## config.mk

```make
export PLATFORM = sky130hd
export DESIGN_NAME = leaderboard_sequencer
export DESIGN_NICKNAME = d
export VERILOG_FILES = /design/src/rtl/leaderboard_sequencer.sv
export SDC_FILE = /design/constraint.sdc
export NUM_CORES = 1
export LEC_CHECK = 0
export ABC_AREA = 1
export CAP_MARGIN = 0
export CORE_MARGIN = 2
export CORE_UTILIZATION = 55
export CTS_BUF_LIST = sky130_fd_sc_hd__clkbuf_4 sky130_fd_sc_hd__clkbuf_8 sky130_fd_sc_hd__clkbuf_16
export DETAILED_ROUTE_END_ITERATION = 8
export DONT_BUFFER_PORTS = 1
export HOLD_SLACK_MARGIN = 0.12
export PLACE_DENSITY = 0.73
export SYNTH_ARGS = -nofsm -noshare
export SYNTH_HDL_FRONTEND = slang
export SYNTH_SLANG_ARGS = --single-unit
```

## constraint.sdc

```tcl
create_clock -name clk -period 1.7 [get_ports clk]
set_clock_uncertainty 0.05 [all_clocks]
set_input_delay 0.34 -clock clk [delete_from_list [all_inputs] [get_ports clk]]
set_output_delay 0.34 -clock clk [all_outputs]
set_load 0.01 [all_outputs]
```

## src/rtl/leaderboard_sequencer.sv

```systemverilog
// Sequencer that commits finished stopwatch runs to the leaderboard, reads back
// the achieved rank, announces it with a tone, then shows the new entry.
module leaderboard_sequencer #(
  parameter int TIME_W       = 39,
  parameter int TONE_CYCLES  = 50_000_000,
  parameter int DWELL_CYCLES = 200_000_000
) (
  input  logic              clk,
  input  logic              reset,
  input  logic              run_done,
  input  logic [TIME_W-1:0] run_time,
  input  logic [1:0]        run_mode,
  input  logic              browse_btn,
  input  logic              board_btn,
  input  logic [2:0]        lb_sound,
  output logic [TIME_W-1:0] lb_time,
  output logic [1:0]        lb_mode,
  output logic [2:0]        lb_display,
  output logic              view_board,
  output logic              tone_en,
  output logic [1:0]        tone_rank,
  output logic              busy,
  output logic              overrun,
  output logic [2:0]        o_dbg_state,
  output logic              o_dbg_pend_valid
);

  typedef enum logic [2:0] {
    S_IDLE     = 3'd0,
    S_COMMIT   = 3'd1,
    S_SAMPLE   = 3'd2,
    S_ANNOUNCE = 3'd3,
    S_SHOW     = 3'd4
  } state_t;

  localparam int MAX_CYC = (TONE_CYCLES > DWELL_CYCLES) ? TONE_CYCLES : DWELL_CYCLES;
  localparam int CNT_W   = (MAX_CYC > 1) ? $clog2(MAX_CYC) : 1;
  localparam logic [CNT_W-1:0] TONE_LOAD  = CNT_W'(TONE_CYCLES - 1);
  localparam logic [CNT_W-1:0] DWELL_LOAD = CNT_W'(DWELL_CYCLES - 1);

  state_t              r_state;
  logic [CNT_W-1:0]    r_cnt;
  logic [1:0]          r_mode;
  logic [1:0]          r_rank;
  logic                r_pend_valid;
  logic [TIME_W-1:0]   r_pend_time;
  logic [1:0]          r_pend_mode;
  logic [TIME_W-1:0]   r_lb_time;
  logic [1:0]          r_lb_mode;
  logic [2:0]          r_lb_display;
  logic                r_view_board;
  logic                r_tone_en;
  logic [1:0]          r_tone_rank;
  logic                r_busy;
  logic                r_overrun;

  logic                w_run_valid;
  logic                w_to_pend;
  logic [1:0]          w_rank;
  logic [2:0]          w_browse_next;

  // run_done is a one-cycle strobe with no back-pressure; a ranked run is
  // either started directly from IDLE or parked in the one-deep pending slot.
  assign w_run_valid = run_done & (run_mode[0] ^ run_mode[1]);
  assign w_to_pend   = w_run_valid & ((r_state != S_IDLE) | r_pend_valid);

  always_comb begin
    w_rank = 2'd0;
    if (lb_sound[0])      w_rank = 2'd1;
    else if (lb_sound[1]) w_rank = 2'd2;
    else if (lb_sound[2]) w_rank = 2'd3;
  end

  always_comb begin
    case (r_lb_display)
      3'b000:  w_browse_next = 3'b100;
      3'b100:  w_browse_next = 3'b101;
      3'b101:  w_browse_next = 3'b110;
      default: w_browse_next = 3'b000;
    endcase
  end

  always_ff @(posedge clk) begin
    if (reset) begin
      r_state      <= S_IDLE;
      r_cnt        <= '0;
      r_mode       <= 2'b00;
      r_rank       <= 2'b00;
      r_pend_valid <= 1'b0;
      r_pend_time  <= '0;
      r_pend_mode  <= 2'b00;
      r_lb_time    <= '0;
      r_lb_mode    <= 2'b00;
      r_lb_display <= 3'b000;
      r_view_board <= 1'b0;
      r_tone_en    <= 1'b0;
      r_tone_rank  <= 2'b00;
      r_busy       <= 1'b0;
      r_overrun    <= 1'b0;
    end else begin
      // A new run arriving as IDLE drains the slot simply replaces it.
      if (w_to_pend) begin
        r_pend_valid <= 1'b1;
        r_pend_time  <= run_time;
        r_pend_mode  <= run_mode;
        if (r_pend_valid && r_state != S_IDLE) r_overrun <= 1'b1;
      end else if (r_state == S_IDLE && r_pend_valid) begin
        r_pend_valid <= 1'b0;
      end

      case (r_state)
        S_IDLE: begin
          r_lb_mode <= 2'b00;
          if (r_pend_valid) begin
            r_lb_time <= r_pend_time;
            r_lb_mode <= r_pend_mode;
            r_mode    <= r_pend_mode;
            r_busy    <= 1'b1;
            r_state   <= S_COMMIT;
          end else if (w_run_valid) begin
            r_lb_time <= run_time;
            r_lb_mode <= run_mode;
            r_mode    <= run_mode;
            r_busy    <= 1'b1;
            r_state   <= S_COMMIT;
          end else begin
            if (browse_btn) r_lb_display <= w_browse_next;
            if (board_btn)  r_view_board <= ~r_view_board;
          end
        end
        S_COMMIT: r_state <= S_SAMPLE;
        S_SAMPLE: begin
          r_lb_mode <= 2'b00;
          if (w_rank != 2'd0) begin
            r_rank      <= w_rank;
            r_tone_en   <= 1'b1;
            r_tone_rank <= w_rank;
            r_cnt       <= TONE_LOAD;
            r_state     <= S_ANNOUNCE;
          end else begin
            r_busy  <= 1'b0;
            r_state <= S_IDLE;
          end
        end
        S_ANNOUNCE: begin
          if (r_cnt == '0) begin
            r_tone_en    <= 1'b0;
            r_tone_rank  <= 2'b00;
            r_lb_display <= {1'b1, r_rank - 2'd1};
            r_view_board <= r_mode[1];
            r_cnt        <= DWELL_LOAD;
            r_state      <= S_SHOW;
          end else begin
            r_cnt <= r_cnt - 1'b1;
          end
        end
        S_SHOW: begin
          if (r_cnt == '0) begin
            r_lb_display <= 3'b000;
            r_busy       <= 1'b0;
            r_state      <= S_IDLE;
          end else begin
            r_cnt <= r_cnt - 1'b1;
          end
        end
        default: begin
          r_busy  <= 1'b0;
          r_state <= S_IDLE;
        end
      endcase
    end
  end

  assign lb_time          = r_lb_time;
  assign lb_mode          = r_lb_mode;
  assign lb_display       = r_lb_display;
  assign view_board       = r_view_board;
  assign tone_en          = r_tone_en;
  assign tone_rank        = r_tone_rank;
  assign busy             = r_busy;
  assign overrun          = r_overrun;
  assign o_dbg_state      = r_state;
  assign o_dbg_pend_valid = r_pend_valid;

endmodule

```

==> results of run 1 <==
[what timing repair did]
item | 4_1_cts | 5_1_grt
hold buffers | 48 | 0
cloned | 0 | 3
buffers inserted | 7 | 7
pin swaps | 14 | 39
endpoints found under the setup margin | 75 | 86
resized for setup | 39 | 129
endpoints found under the hold margin | 111 | 0
[area by class of cell]
type                       instances  share of cell area, %
clock buffer                      24                   6.01
clock inverter                     5                   1.27
inverter                          64                   3.29
multi-input combinational        637                   40.3
sequential                       126                   30.7
tap                              136                   2.05
timing repair buffer             145                   16.2
timing repair inverter             1                  0.106
[worst max path at each step]
stage	end	slack, ps	from
after floorplan	r_cnt[12]	80	r_cnt[0]
after global placement	r_cnt[22]	-140	r_cnt[0]
after detailed placement	r_pend_mode[1]	-130	o_dbg_state[0]
after CTS	r_cnt[9]	-20	r_cnt[9]
after global routing	r_cnt[25]	-90	r_cnt[3]
final	r_cnt[8]	-20	r_cnt[1]
[cells in the mapped netlist, drive strengths merged]
master / instances / area share (%)
dfxtp: 126 / 43
o211ai: 1 / 0.13
buf: 18 / 1.6
nand3: 36 / 3.6
o31ai: 1 / 0.13
o32ai: 1 / 0.15
nand3b: 3 / 0.38
a31oi: 41 / 4.3
xnor2: 1 / 0.15
o21bai: 2 / 0.25
clkbuf: 25 / 1.6
or2: 1 / 0.11
nand4: 14 / 1.6
a21oi: 39 / 3.4
nor2: 161 / 11
inv: 64 / 4.1
o21ai: 102 / 8.7
nor3: 3 / 0.25
nand2: 222 / 15
xor2: 6 / 0.89
ha: 2 / 0.42
o2111ai: 1 / 0.15
[cells by family (layout without fill, tap and decap cells)]
kind of cell               Yosys count  after routing  synth area share, %
AOI/OAI and AO/OA                  188            188                 17.2
adders and majority gates            2              2                0.424
buffers and inverters              107            239                 7.28
and+or+nand+nor                    440            440                 31.3
DFF                                126            126                 42.8
xor gates and xnor gates             7              7                 1.04
[worst max-delay path: stages (launching register included)]
cell,delay [ps]
dfxtp_2,330
inv_2,100
ha_4,150
inv_4,50
nor2_4,70
nand2_2,70
nor2_4,180
nand3_4,110
nand3_4,140
nor2_2,60
buf_6,140
o21ai_2,70
a21oi_1,80
[state kept, by name (all words and copies together) (netlist names)]
signal            cells
lb_display            3
o_dbg_state           3
tone_rank             2
overrun               1
r_pend_mode           2
tone_en               1
lb_time              39
r_mode                1
r_rank                2
lb_mode               2
view_board            1
r_pend_time          39
busy                  1
o_dbg_pend_valid      1
r_cnt                28
[metrics by stage]
step,TNS [ps],util [%]
final,-78.0,79.9
after CTS,-16.3,75.0
after detailed placement,-2180,63.0
after global placement,-1830,63.0
after global routing,-1330,79.9
after floorplan,0,-
[power by group]
part / switching (W) / leakage, nW / internal, W
Combinational: 0.00560 / 2.23 / 0.00402
Sequential: 0.000879 / 1.04 / 0.00383
Clock: 0.00126 / 0.292 / 0.00244
[routing by layer]
metal,routed length [um],up-vias
met5,0,-
met4,612,0
met3,1530,57
met2,10100,338
met1,7710,3134
li1,-,3107
==> flow_metrics.py, run 1 <==
metrics = {
    "sta": {
        "fin_ws_ps": -24.0,
        "worstMarginPinSlew_ps": 369,
        "fmax_mhz": 580,
        "min_period_over_period_pct": 101,
        "fin_hold_ws_ps": 140,
        "rsz0062_at_grt": "yes",
        "setup_violations": 4,
        "final_hold_viol_count": 0,
        "period_needed_ps": 1720,
        "slew_headroom_pct": 75.3,
        "slew_viol_final": 0,
    },
    "logic_synthesis": {
        "synthCells": 870,
        "synth_cell_types": 35,
        "seq_area_frac_synth_pct": 42.8,
        "syn-cell-area_um2": 5900,
        "synthesis.nets": 921,
        "yosysWarnings": 0,
        "yosys_register_bits": 126,
        "avgSynthCellArea_um2": 6.78,
    },
    "global_routing": {
        "grt_use_total_pct": 32.3,
        "grt_max_degree": 68,
        "grt-busiest-layer": "met2",
        "grt_pass1_wl_um": 29400,
        "met3_usage_pct": 8.47,
        "met1_usage_pct": 38.8,
        "grt.met2_usage_pct": 53.8,
        "antenna_found_initial": 0,
        "grt_overflow": 0,
        "grt_pass1_vias": 5982,
    },
    "power": {
        "p_leak_nw": 3.57,
        "vdd_drop_max_mv": 1.21,
        "p_total_w": 0.0180,
        "power.density_nw_per_um2": 2170,
    },
    "route": {
        "wl_per_cell_um": 17.5,
        "via_per_inst": 5.83,
        "drt_iter0_drc": 497,
        "vias": 6636,
        "drtAntennaViolNets": 0,
        "routed_wl_um": 19900,
        "firstDrtPassIters": 5,
        "route.detailed.drc": 0,
    },
    "outcome": {
        "violations": "negative setup slack",
        "status": "finished with violations",
    },
    "layout": {
        "final_common_cell": "nand2_1",
        "n_antenna_cell": 0,
        "drive_above_1_share_pct": 26.5,
        "fill_cells": 688,
        "multi_input_area_um2": 3340,
        "seqCellArea_um2": 2550,
        "fin_area_um2": 8290,
        "synthToLayoutAreaGrowth_pct": 40.5,
        "layout.cells.non_filler": 1138,
        "fin_nets": 1043,
        "layout_common_cells": "191 x nand2_1, 121 x nor2_1, 110 x dfxtp_1",
    },
    "setup_path": {
        "end_kind": "flip-flop",
        "worst_setup_path_start_kind": "flip-flop",
        "r2r_slack_ps": -20,
        "crit_arrival_ps": 2080,
        "cp_max_fo": 6,
        "reg2reg_to": "r_cnt[8]",
        "reg2reg_from": "r_cnt[1]",
        "rr_worst_depth": 12,
        "criticalPathCategory": "reg2reg",
        "cp.required_ps": 2060,
    },
    "min_path": {
        "hold_start": "reset",
        "hp-class": "in2reg",
        "hold_depth": 4,
        "min_to": "o_dbg_state[0]",
    },
    "clock_network": {
        "clkTransAtPathRegs_ps": 60,
        "cts_tree": "done",
        "clock_sinks": 126,
        "htree_levels": 4,
        "cts_made_buffers": 17,
        "clk_latency_ps": 530,
        "cts-root-buf": "clkbuf_8",
        "cts_buffer_depth": 2,
    },
    "floorplanning": {
        "rows": 37,
        "core-area_um2": 10400,
        "dieHeight_um": 108,
        "start_util_pct": 56.9,
        "ios": 103,
        "die_w_um": 108,
        "dieArea_um2": 11600,
    },
    "placed_design": {
        "portBuffers": 0,
        "placed_area_um2": 6530,
        "place_inst": 1045,
        "dp_hpwl_um": 11700,
        "place.gp.congestion": 0.957,
        "post-place-ws_ps": -128,
    },
    "flow_run": {
        "drv_cap": 0,
    },
}
(Power assumes the default switching activity.)
==> inputs of run 2 (changes only) <==
SKIP_LAST_GASP = 1   (was default)
==> flow_metrics.py, run 2 (same netlist as run 1, synthesis figures left out) <==
metrics = {
    "sta": {
        "slew_headroom_pct": 75.2,
        "setup_violations": 4,
        "fin_ws_ps": -22.9,
        "fmax_mhz": 580,
        "fin_tns_setup_ps": -41.9,
        "slew_viol_final": 0,
        "period_needed_ps": 1720,
        "final_hold_viol_count": 0,
        "rsz0062_at_grt": "yes",
        "min_period_over_period_pct": 101,
        "worstMarginPinSlew_ps": 372,
    },
    "global_routing": {
        "grt_pass1_wl_um": 29400,
        "grt_overflow": 0,
        "grt_max_degree": 68,
        "antenna_found_initial": 0,
        "grt-busiest-layer": "met2",
        "grt_pass1_vias": 5983,
        "grt_use_total_pct": 32.3,
        "met3_usage_pct": 8.47,
        "grt.met2_usage_pct": 53.9,
        "met1_usage_pct": 38.8,
    },
    "clock_network": {
        "cts_tree": "done",
        "clock_sinks": 126,
        "htree_levels": 4,
        "cts_made_buffers": 17,
        "cts-root-buf": "clkbuf_8",
        "clkTransAtPathRegs_ps": 60,
        "cts_buffer_depth": 2,
        "clk_latency_ps": 530,
    },
    "placed_design": {
        "portBuffers": 0,
        "post-place-ws_ps": -128,
        "place.gp.congestion": 0.957,
        "dp_hpwl_um": 11700,
        "place_inst": 1045,
    },
    "floorplanning": {
        "rows": 37,
        "start_util_pct": 56.9,
        "core-area_um2": 10400,
        "die_w_um": 108,
        "dieArea_um2": 11600,
        "ios": 103,
        "dieHeight_um": 108,
    },
    "power": {
        "internal-power_w": 0.0102,
        "clkPwrFrac_pct": 20.6,
        "swShare_pct": 42.8,
        "pwr-share-seq_pct": 26.2,
        "power.density_nw_per_um2": 2170,
        "p_comb_share_pct": 53.2,
        "p_total_w": 0.0179,
        "vdd_drop_max_mv": 1.26,
        "p_leak_nw": 3.57,
        "switchingPower_w": 0.00766,
    },
    "setup_path": {
        "criticalPathCategory": "reg2reg",
        "end_kind": "flip-flop",
        "cp_max_fo": 5,
        "crit_arrival_ps": 2090,
        "cp.required_ps": 2070,
        "crit_slowest_cell": "dfxtp_4",
        "worstPathCellList": "nor2_4, nand2_4, nor2_2, nand3_2, o21ai_2, buf_4, nand2_2, o21ai_1, a21oi_1",
        "critPathMaxStageDelay_ps": 360,
        "worst_setup_path_start_kind": "flip-flop",
    },
    "layout": {
        "synthToLayoutAreaGrowth_pct": 39.8,
        "layout.cells.non_filler": 1137,
        "multi_input_area_um2": 3300,
        "drive_above_1_share_pct": 25.4,
        "seqCellArea_um2": 2540,
        "final_util_pct": 79.5,
        "fin_nets": 1042,
        "fill_cells": 711,
        "final_common_cell": "nand2_1",
        "n_antenna_cell": 0,
        "layout_common_cells": "196 x nand2_1, 124 x nor2_1, 112 x dfxtp_1",
    },
    "flow_run": {
        "drv_cap": 0,
    },
    "min_path": {
        "hp-class": "in2reg",
    },
    "outcome": {
        "violations": "negative setup slack",
        "status": "finished with violations",
    },
    "route": {
        "route.detailed.drc": 0,
        "wl_per_cell_um": 17.4,
        "drt_iter0_drc": 558,
        "via_per_inst": 5.76,
        "routed_wl_um": 19800,
        "drtAntennaViolNets": 0,
        "vias": 6544,
        "firstDrtPassIters": 8,
    },
}
-- run 2: critical path, delay by kind of cell (launching register included) --
family / cells / cell delay [ps]
flip-flops: 1 / 360
buffers and inverters: 1 / 150
AND/OR/NAND/NOR: 5 / 630
AO/OA/AOI/OAI: 3 / 410
-- run 2: final cells by class --
cell class / count / share of cell area, %
multi-input combinational: 637 / 40.1
sequential: 126 / 30.9
timing repair buffer: 144 / 16.3
clock buffer: 24 / 6.04
inverter: 64 / 3.31
tap: 136 / 2.06
clock inverter: 5 / 1.27
timing repair inverter: 1 / 0.106
-- run 2: final timing paths --
check,start,endpoint,slack [ps],cells past startpoint
setup reg to reg,r_cnt[5],lb_display[0],-20,9
setup / recovery,r_cnt[5],lb_display[0],-20,9
hold reg to reg,r_pend_time[3],lb_time[3],430,2
hold / removal,browse_btn,lb_display[2],140,4
-- run 2: per-stage QoR --
stage          instance area [um^2]  hold slack (ps)
4_1_cts                        7770              126
5_1_grt                        8240              169
2_1_floorplan                  5900              372
3_5_place_dp                   6530              361
3_3_place_gp                   6530              357
6_report                       8240              142
-- run 2: repair_timing --
action / CTS / global route
cloned: 0 / 3
hold endpoints to repair: 111 / 0
pin swaps: 14 / 34
setup buffers: 7 / 6
gates resized for setup: 36 / 117
endpoints found under the setup margin: 75 / 86
hold buffers: 48 / 0
-- run 2: layer usage --
metal / wire length (um) / vias to the layer above
met5: 0 / -
met4: 703 / 0
li1: - / 3092
met2: 9930 / 312
met3: 1520 / 53
met1: 7670 / 3087
-- run 2: power groups by stage --
stage	clock [W]	combinational, W	sequential, W
floorplan	0	0.00459	0.00449
global placement	0	0.00721	0.00461
detailed placement	0	0.00728	0.00464
CTS	0.00370	0.00788	0.00460
global route	0.00381	0.0103	0.00476
finish	0.00369	0.00953	0.00469
